<file path="src/rtl/life_gen_sequencer_pkg.sv">
// Shared types and default dimensions for the Game-of-Life generation sequencer.
package life_pkg;

  typedef enum logic [2:0] {
    IDLE,
    ISSUE,
    WAIT,
    WRITE,
    COMMIT,
    DELAY
  } state_t;

  localparam int DEF_ROWS     = 8;
  localparam int DEF_COLS     = 8;
  localparam int DEF_GEN_W    = 11;
  localparam int DEF_PERIOD_W = 16;

endpackage

</file>
<file path="src/rtl/life_gen_sequencer_if.sv">
// Control, compute-unit and board-bank signals of the generation sequencer.
interface life_gen_sequencer_if #(
  parameter int ADDR_W   = 6,
  parameter int GEN_W    = 11,
  parameter int PERIOD_W = 16
);

  logic                start;
  logic                run;
  logic                halt;
  logic [PERIOD_W-1:0] period;
  // calc_req pulses once per cell; calc_valid is honoured only while the
  // sequencer waits on that cell, and cell_addr is held stable until it arrives.
  logic                calc_valid;
  logic [ADDR_W-1:0]   cell_addr;
  logic                calc_req;
  logic                next_we;
  logic                commit_we;
  logic [GEN_W-1:0]    generation;
  logic                busy;
  logic                done;
  life_pkg::state_t    dbg_state;

  modport master (
    input  start, run, halt, period, calc_valid,
    output cell_addr, calc_req, next_we, commit_we, generation, busy, done, dbg_state
  );

  modport slave (
    output start, run, halt, period, calc_valid,
    input  cell_addr, calc_req, next_we, commit_we, generation, busy, done, dbg_state
  );

endinterface

</file>
<file path="src/rtl/dff.sv">
// Parameterized register with write enable and asynchronous active-low clear.
module dff #(
  parameter int W = 1
) (
  input  logic         clk,
  input  logic         reset,
  input  logic         we,
  input  logic [W-1:0] d,
  output logic [W-1:0] q
);

  always_ff @(posedge clk or negedge reset) begin
    if (!reset)  q <= '0;
    else if (we) q <= d;
  end

endmodule

</file>
<file path="src/rtl/life_gen_sequencer_delay.sv">
// Loadable down-counter timing the gap between free-running generations.
module gen_delay_counter #(
  parameter int W = 16
) (
  input  logic         clk,
  input  logic         reset,
  input  logic         load,
  input  logic [W-1:0] load_val,
  input  logic         dec,
  output logic         zero
);

  logic [W-1:0] count;

  always_ff @(posedge clk or negedge reset) begin
    if (!reset)                     count <= '0;
    else if (load)                  count <= load_val;
    else if (dec && count != '0)    count <= count - W'(1);
  end

  assign zero = (count == '0);

endmodule

</file>
<file path="src/rtl/life_gen_sequencer.sv">
// Walks every cell through the compute unit, then commits the shadow board
// and counts the generation; supports single-step and delayed free-run.
module life_gen_sequencer
  import life_pkg::*;
#(
  parameter int ROWS     = DEF_ROWS,
  parameter int COLS     = DEF_COLS,
  parameter int ADDR_W   = $clog2(ROWS*COLS),
  parameter int GEN_W    = DEF_GEN_W,
  parameter int PERIOD_W = DEF_PERIOD_W
) (
  input  logic                  clk,
  input  logic                  reset,
  life_gen_sequencer_if.master  bus
);

  localparam logic [ADDR_W-1:0] LAST_ADDR = ADDR_W'(ROWS*COLS-1);

  state_t              state;
  logic [ADDR_W-1:0]   cell_addr;
  logic                calc_req;
  logic                next_we;
  logic                commit_we;
  logic                busy;
  logic                free_run;
  logic                delay_zero;
  logic [PERIOD_W-1:0] delay_load_val;
  logic [GEN_W-1:0]    generation;
  logic [GEN_W-1:0]    gen_next;

  assign free_run       = bus.run & ~bus.halt;
  assign delay_load_val = bus.period - PERIOD_W'(1);
  assign gen_next       = generation + GEN_W'(1);

  // run/halt are only consulted at IDLE, COMMIT and DELAY, so a started
  // generation always runs through to its commit.
  always_ff @(posedge clk or negedge reset) begin
    if (!reset) begin
      state     <= IDLE;
      cell_addr <= '0;
      calc_req  <= 1'b0;
      next_we   <= 1'b0;
      commit_we <= 1'b0;
      busy      <= 1'b0;
    end else begin
      calc_req  <= 1'b0;
      next_we   <= 1'b0;
      commit_we <= 1'b0;
      case (state)
        IDLE: begin
          if ((bus.start | bus.run) & ~bus.halt) begin
            state     <= ISSUE;
            cell_addr <= '0;
            calc_req  <= 1'b1;
            busy      <= 1'b1;
          end
        end
        ISSUE: state <= WAIT;
        WAIT: begin
          if (bus.calc_valid) begin
            state   <= WRITE;
            next_we <= 1'b1;
          end
        end
        WRITE: begin
          if (cell_addr == LAST_ADDR) begin
            state     <= COMMIT;
            cell_addr <= '0;
            commit_we <= 1'b1;
          end else begin
            state     <= ISSUE;
            cell_addr <= cell_addr + ADDR_W'(1);
            calc_req  <= 1'b1;
          end
        end
        COMMIT: begin
          if (free_run && bus.period == '0) begin
            state    <= ISSUE;
            calc_req <= 1'b1;
          end else if (free_run) begin
            state <= DELAY;
          end else begin
            state <= IDLE;
            busy  <= 1'b0;
          end
        end
        DELAY: begin
          if (!free_run) begin
            state <= IDLE;
            busy  <= 1'b0;
          end else if (delay_zero) begin
            state    <= ISSUE;
            calc_req <= 1'b1;
          end
        end
        default: begin
          state <= IDLE;
          busy  <= 1'b0;
        end
      endcase
    end
  end

  // Loaded every COMMIT; only the DELAY path ever looks at it.
  gen_delay_counter #(.W(PERIOD_W)) u_delay (
    .clk      (clk),
    .reset    (reset),
    .load     (state == COMMIT),
    .load_val (delay_load_val),
    .dec      (state == DELAY),
    .zero     (delay_zero)
  );

  dff #(.W(GEN_W)) u_generation (
    .clk   (clk),
    .reset (reset),
    .we    (commit_we),
    .d     (gen_next),
    .q     (generation)
  );

  assign bus.cell_addr  = cell_addr;
  assign bus.calc_req   = calc_req;
  assign bus.next_we    = next_we;
  assign bus.commit_we  = commit_we;
  assign bus.done       = commit_we;
  assign bus.busy       = busy;
  assign bus.generation = generation;
  assign bus.dbg_state  = state;

endmodule
</file>
<file path="src/flat_wrapper.sv">
// flat-port wrapper written by rule: the top's interface ports become plain ports
module life_gen_sequencer_flat import life_pkg::*;
#(
  parameter int ROWS     = DEF_ROWS,
  parameter int COLS     = DEF_COLS,
  parameter int ADDR_W   = $clog2(ROWS*COLS),
  parameter int GEN_W    = DEF_GEN_W,
  parameter int PERIOD_W = DEF_PERIOD_W
)
  (clk, reset, bus_start, bus_run, bus_halt, bus_period, bus_calc_valid, bus_cell_addr, bus_calc_req, bus_next_we, bus_commit_we, bus_generation, bus_busy, bus_done, bus_dbg_state);
  life_gen_sequencer_if #(.ADDR_W(ADDR_W), .GEN_W(GEN_W), .PERIOD_W(PERIOD_W)) bus_i ();
  input  logic clk;
  input  logic reset;
  input wire logic [$bits(bus_i.start)-1:0] bus_start;
  input wire logic [$bits(bus_i.run)-1:0] bus_run;
  input wire logic [$bits(bus_i.halt)-1:0] bus_halt;
  input wire logic [$bits(bus_i.period)-1:0] bus_period;
  input wire logic [$bits(bus_i.calc_valid)-1:0] bus_calc_valid;
  output wire logic [$bits(bus_i.cell_addr)-1:0] bus_cell_addr;
  output wire logic [$bits(bus_i.calc_req)-1:0] bus_calc_req;
  output wire logic [$bits(bus_i.next_we)-1:0] bus_next_we;
  output wire logic [$bits(bus_i.commit_we)-1:0] bus_commit_we;
  output wire logic [$bits(bus_i.generation)-1:0] bus_generation;
  output wire logic [$bits(bus_i.busy)-1:0] bus_busy;
  output wire logic [$bits(bus_i.done)-1:0] bus_done;
  output wire logic [$bits(bus_i.dbg_state)-1:0] bus_dbg_state;
  assign bus_i.start = bus_start;
  assign bus_i.run = bus_run;
  assign bus_i.halt = bus_halt;
  assign bus_i.period = bus_period;
  assign bus_i.calc_valid = bus_calc_valid;
  assign bus_cell_addr = bus_i.cell_addr;
  assign bus_calc_req = bus_i.calc_req;
  assign bus_next_we = bus_i.next_we;
  assign bus_commit_we = bus_i.commit_we;
  assign bus_generation = bus_i.generation;
  assign bus_busy = bus_i.busy;
  assign bus_done = bus_i.done;
  assign bus_dbg_state = bus_i.dbg_state;
  life_gen_sequencer #(.ROWS(ROWS), .COLS(COLS), .ADDR_W(ADDR_W), .GEN_W(GEN_W), .PERIOD_W(PERIOD_W)) u_core (.clk(clk), .reset(reset), .bus(bus_i));
endmodule
</file>
<file path="config.mk">
export PLATFORM = sky130hd
export DESIGN_NAME = life_gen_sequencer_flat
export DESIGN_NICKNAME = d
export VERILOG_FILES = /design/src/rtl/life_gen_sequencer_pkg.sv /design/src/rtl/life_gen_sequencer_if.sv /design/src/rtl/dff.sv /design/src/rtl/life_gen_sequencer_delay.sv /design/src/rtl/life_gen_sequencer.sv /design/src/flat_wrapper.sv
export SDC_FILE = /design/constraint.sdc
export NUM_CORES = 1
export LEC_CHECK = 0
export ABC_AREA = 1
export CORE_MARGIN = 3
export CORE_UTILIZATION = 49
export CTS_CLUSTER_DIAMETER = 150
export CTS_CLUSTER_SIZE = 16
export DETAILED_ROUTE_END_ITERATION = 8
export PLACE_DENSITY = 0.88
export REMOVE_ABC_BUFFERS = 1
export SYNTH_ARGS = -nofsm -noshare
export SYNTH_HDL_FRONTEND = slang
export SYNTH_HIERARCHICAL = 1
export SYNTH_SLANG_ARGS = --single-unit
</file>
<file path="constraint.sdc">
create_clock -name clk -period 1.6 [get_ports clk]
set_input_delay 0.32 -clock clk [delete_from_list [all_inputs] [get_ports clk]]
set_output_delay 0.32 -clock clk [all_outputs]
set_load 0.005 [all_outputs]
</file>
==> impl_metrics.yaml <==
pwr:
  ir_drop_uv: 608
  powerDensity_nw_per_um2: 1020
  p_leak_nw: 2.20
cells_and_area:
  drive_above_1_share_pct: 32.8
  area_growth_pct: 44.0
  stdcell_count: 609
  fin_util_pct: 75.8
  finalNetCount: 563
  stdcell_area_um2: 4330
  diodes: 0
drt:
  drc: 0
  vias: 3271
  firstDrtPassIters: 6
  ant_nets: 0
  routed_wl_um: 8930
  vias_per_cell: 5.37
  wire_per_inst_um: 14.7
  first_iter_violations: 365
floorplan:
  fp.dieW_um: 84.3
  rows: 27
  pin_count: 47
  core_um2: 5710
  die-area_um2: 7110
  start_util_pct: 52.6
  die_h_um: 84.3
yosys:
  avgSynthCellArea_um2: 7.12
  ys_types: 33
  synth_warnings: 6
  synth_edf_count: 0
  synth-main-ff-cell: "dfrtp_1"
  synth_cells: 422
  ys_seq_area_share_pct: 33.3
  synthArstFlopShare_pct: 100
  synth_area_um2: 3000
  ys_seq_elements: 40
clocking:
  cts_tree: "done"
  cts-buffers-inserted: 5
  cts.sink_count: 40
  htree_levels: 2
  path_clk_slew_ns: 0.08
  insertion_delay_ns: 0.29
  max-clock-path-buffers: 2
  ctsRootBufferMaster: "clkbuf_8"
grt:
  grt_usage_pct: 22.9
  grt_pass1_wl_um: 13500
  grt_max_degree: 26
  use_met2_pct: 41.0
  met1_usage_pct: 27.1
  grt_most_used_layer: "met2"
  grt_pass1_vias: 3111
  grt_use_met3_pct: 3.43
  antenna_found_initial: 0
  overflow: 0
placed_design:
  gp_congestion: 0.908
  post_dp_cell_area_um2: 3870
  place.port_buffers: 46
  dp_hpwl_um: 5790
  dp.cells: 581
flow_run:
  drv_cap: 0
critical_path:
  crit_fanout: 5
  path_class: "flip-flop to flip-flop"
  crit_path_start_kind: "flip-flop"
  critPathCaptureType: "flip-flop"
  worstPathRequired_ns: 1.83
  cp.arrival_ns: 1.93
timing:
  worstMarginPinSlew_ns: 0.442
  tns_ns: -0.804
  maxSlewHeadroom_pct: 70.5
  drv_slew: 0
  clock.fmax_mhz: 588
  fin_crit_sh_pct: 106
  finalHoldViolCount: 0
  timing.final.ws_setup_ns: -0.100
  finClkSkew_ns: 0.00658
  final.min_clock_period_ns: 1.70
  whs_ns: 0.502
  finalSetupViolations: 15
  grt_setup_unrepaired: "true"
status:
  violations: "negative setup slack"
  outcome: "finished with violations"
worst_hold_path:
  hp-class: "input pin to async pin"
==> final cells by class <==
cell class | instances | area (um^2)
Multi-Input combinational cell | 325 | 1920
Sequential cell | 40 | 1010
Clock buffer | 5 | 68.8
Fill cell | 374 | 1380
Tap cell | 72 | 90.1
Clock inverter | 2 | 60.1
Inverter | 50 | 190
Timing Repair Buffer | 115 | 990
==> cell usage in the layout (no fill, tap or decap), types with 4 or more instances in the layout <==
master / count
buf_4: 64
clkbuf_8: 5
clkdlybuf4s50_1: 34
dfrtp_1: 36
dfrtp_2: 4
dlygate4sd2_1: 10
inv_1: 35
inv_2: 14
nand2_1: 122
nand2_2: 17
nand2_4: 4
nand3_1: 36
nand3_2: 12
nand4_1: 5
nor2_1: 38
nor2_2: 15
nor2_4: 12
o21ai_0: 5
o21ai_1: 6
or2_2: 4
xnor2_1: 7
xor2_1: 19
==> power by group <==
| part | internal [mW] | leakage [nW] | switching (mW) | total, mW |
|---|---|---|---|---|
| clock network | 0.614 | 0.0642 | 0.355 | 0.969 |
| registers | 1.24 | 0.500 | 0.222 | 1.46 |
| logic | 0.927 | 1.63 | 1.04 | 1.97 |
| total | 2.78 | 2.20 | 1.62 | 4.40 |
==> repair_timing <==
action                                  CTS  global route
endpoints found under the setup margin   20            28
hold endpoints to repair                 15             0
cloned                                    0             1
setup buffers                             8            11
pin swaps                                11            12
hold buffers                              1             0
resized for setup                        35            22
==> metal layers <==
layer | vias to the layer above | routed length, um
li1 | 1544 | -
met3 | 54 | 623
met1 | 1489 | 3560
met4 | 0 | 323
met2 | 184 | 4420
met5 | - | 0
==> logic make-up after synthesis <==
logic type,synth area share [%]
simple gates,44.7
buf+inv,8.29
flops,33.3
xor+xnor,7.58
compound gates,4.46
fa+ha+maj,1.67
==> worst max-delay path, stage by stage, from the launching register on <==
cell and delay [ns]:
dfrtp_1 0.40, inv_2 0.09, ha_4 0.14, buf_4 0.12, nand3_4 0.09, nor2_4 0.15, nand2_2 0.10, nand2_4 0.15
buf_6 0.15, nand3_2 0.07, nand2_1 0.06, inv_1 0.04, nand2_1 0.06
==> stage by stage <==
step	setup WS (ns)	total power, mW
floorplan	-0.0971	2.34
global placement	-0.378	3.05
detailed placement	-0.473	3.14
CTS	-0.0429	4.20
global route	-0.161	4.65
finish	-0.100	4.40
==> flip-flops by register name, summed over array words and instances, names as in the netlist <==
name / count
u_core/u_delay/count: 16
u_core/u_generation/q: 11
u_core/bus.cell_addr: 6
u_core/bus.dbg_state: 3
u_core/bus.busy: 1
u_core/bus.calc_req: 1
u_core/bus.commit_we: 1
u_core/bus.next_we: 1
==> cell usage after synthesis (4+ instances only) <==
library cell / count / area, um^2
or2_2: 4 / 25.0
ha_1: 4 / 50.1
nor2_4: 8 / 90.1
nand2_2: 13 / 81.3
o21ai_0: 5 / 25.0
nand2_1: 127 / 477
nand3_1: 45 / 225
nand4_1: 5 / 31.3
nor2_1: 43 / 161
xnor2_1: 7 / 61.3
nor2_2: 14 / 87.6
dfrtp_1: 40 / 1000
inv_1: 39 / 146
inv_2: 11 / 41.3
xor2_1: 19 / 166
o21ai_1: 6 / 30.0
nand3_2: 5 / 50.1
==> path summary, 6_finish.rpt <==
| path | start | endpoint | slack (ns) | depth (start not counted) |
|---|---|---|---|---|
| setup reg to reg | u_core/u_delay/count[0]$_DFFE_PN0P_ | u_core/u_delay/count[15]$_DFFE_PN0P_ | -0.10 | 12 |
| hold / removal | reset | u_core/u_delay/count[2]$_DFFE_PN0P_ | 0.50 | 2 |
| hold reg to reg | u_core/bus.busy$_DFFE_PN0P_ | u_core/bus.busy$_DFFE_PN0P_ | 0.53 | 2 |
| setup / recovery | u_core/u_delay/count[0]$_DFFE_PN0P_ | u_core/u_delay/count[15]$_DFFE_PN0P_ | -0.10 | 12 |
| min in group clk | u_core/bus.busy$_DFFE_PN0P_ | u_core/bus.busy$_DFFE_PN0P_ | 0.53 | 2 |
| max in group asynchronous | reset | u_core/u_generation/q[4]$_DFFE_PN0P_ | 0.61 | 3 |
No activity file was read; power rests on OpenSTA's default activity.
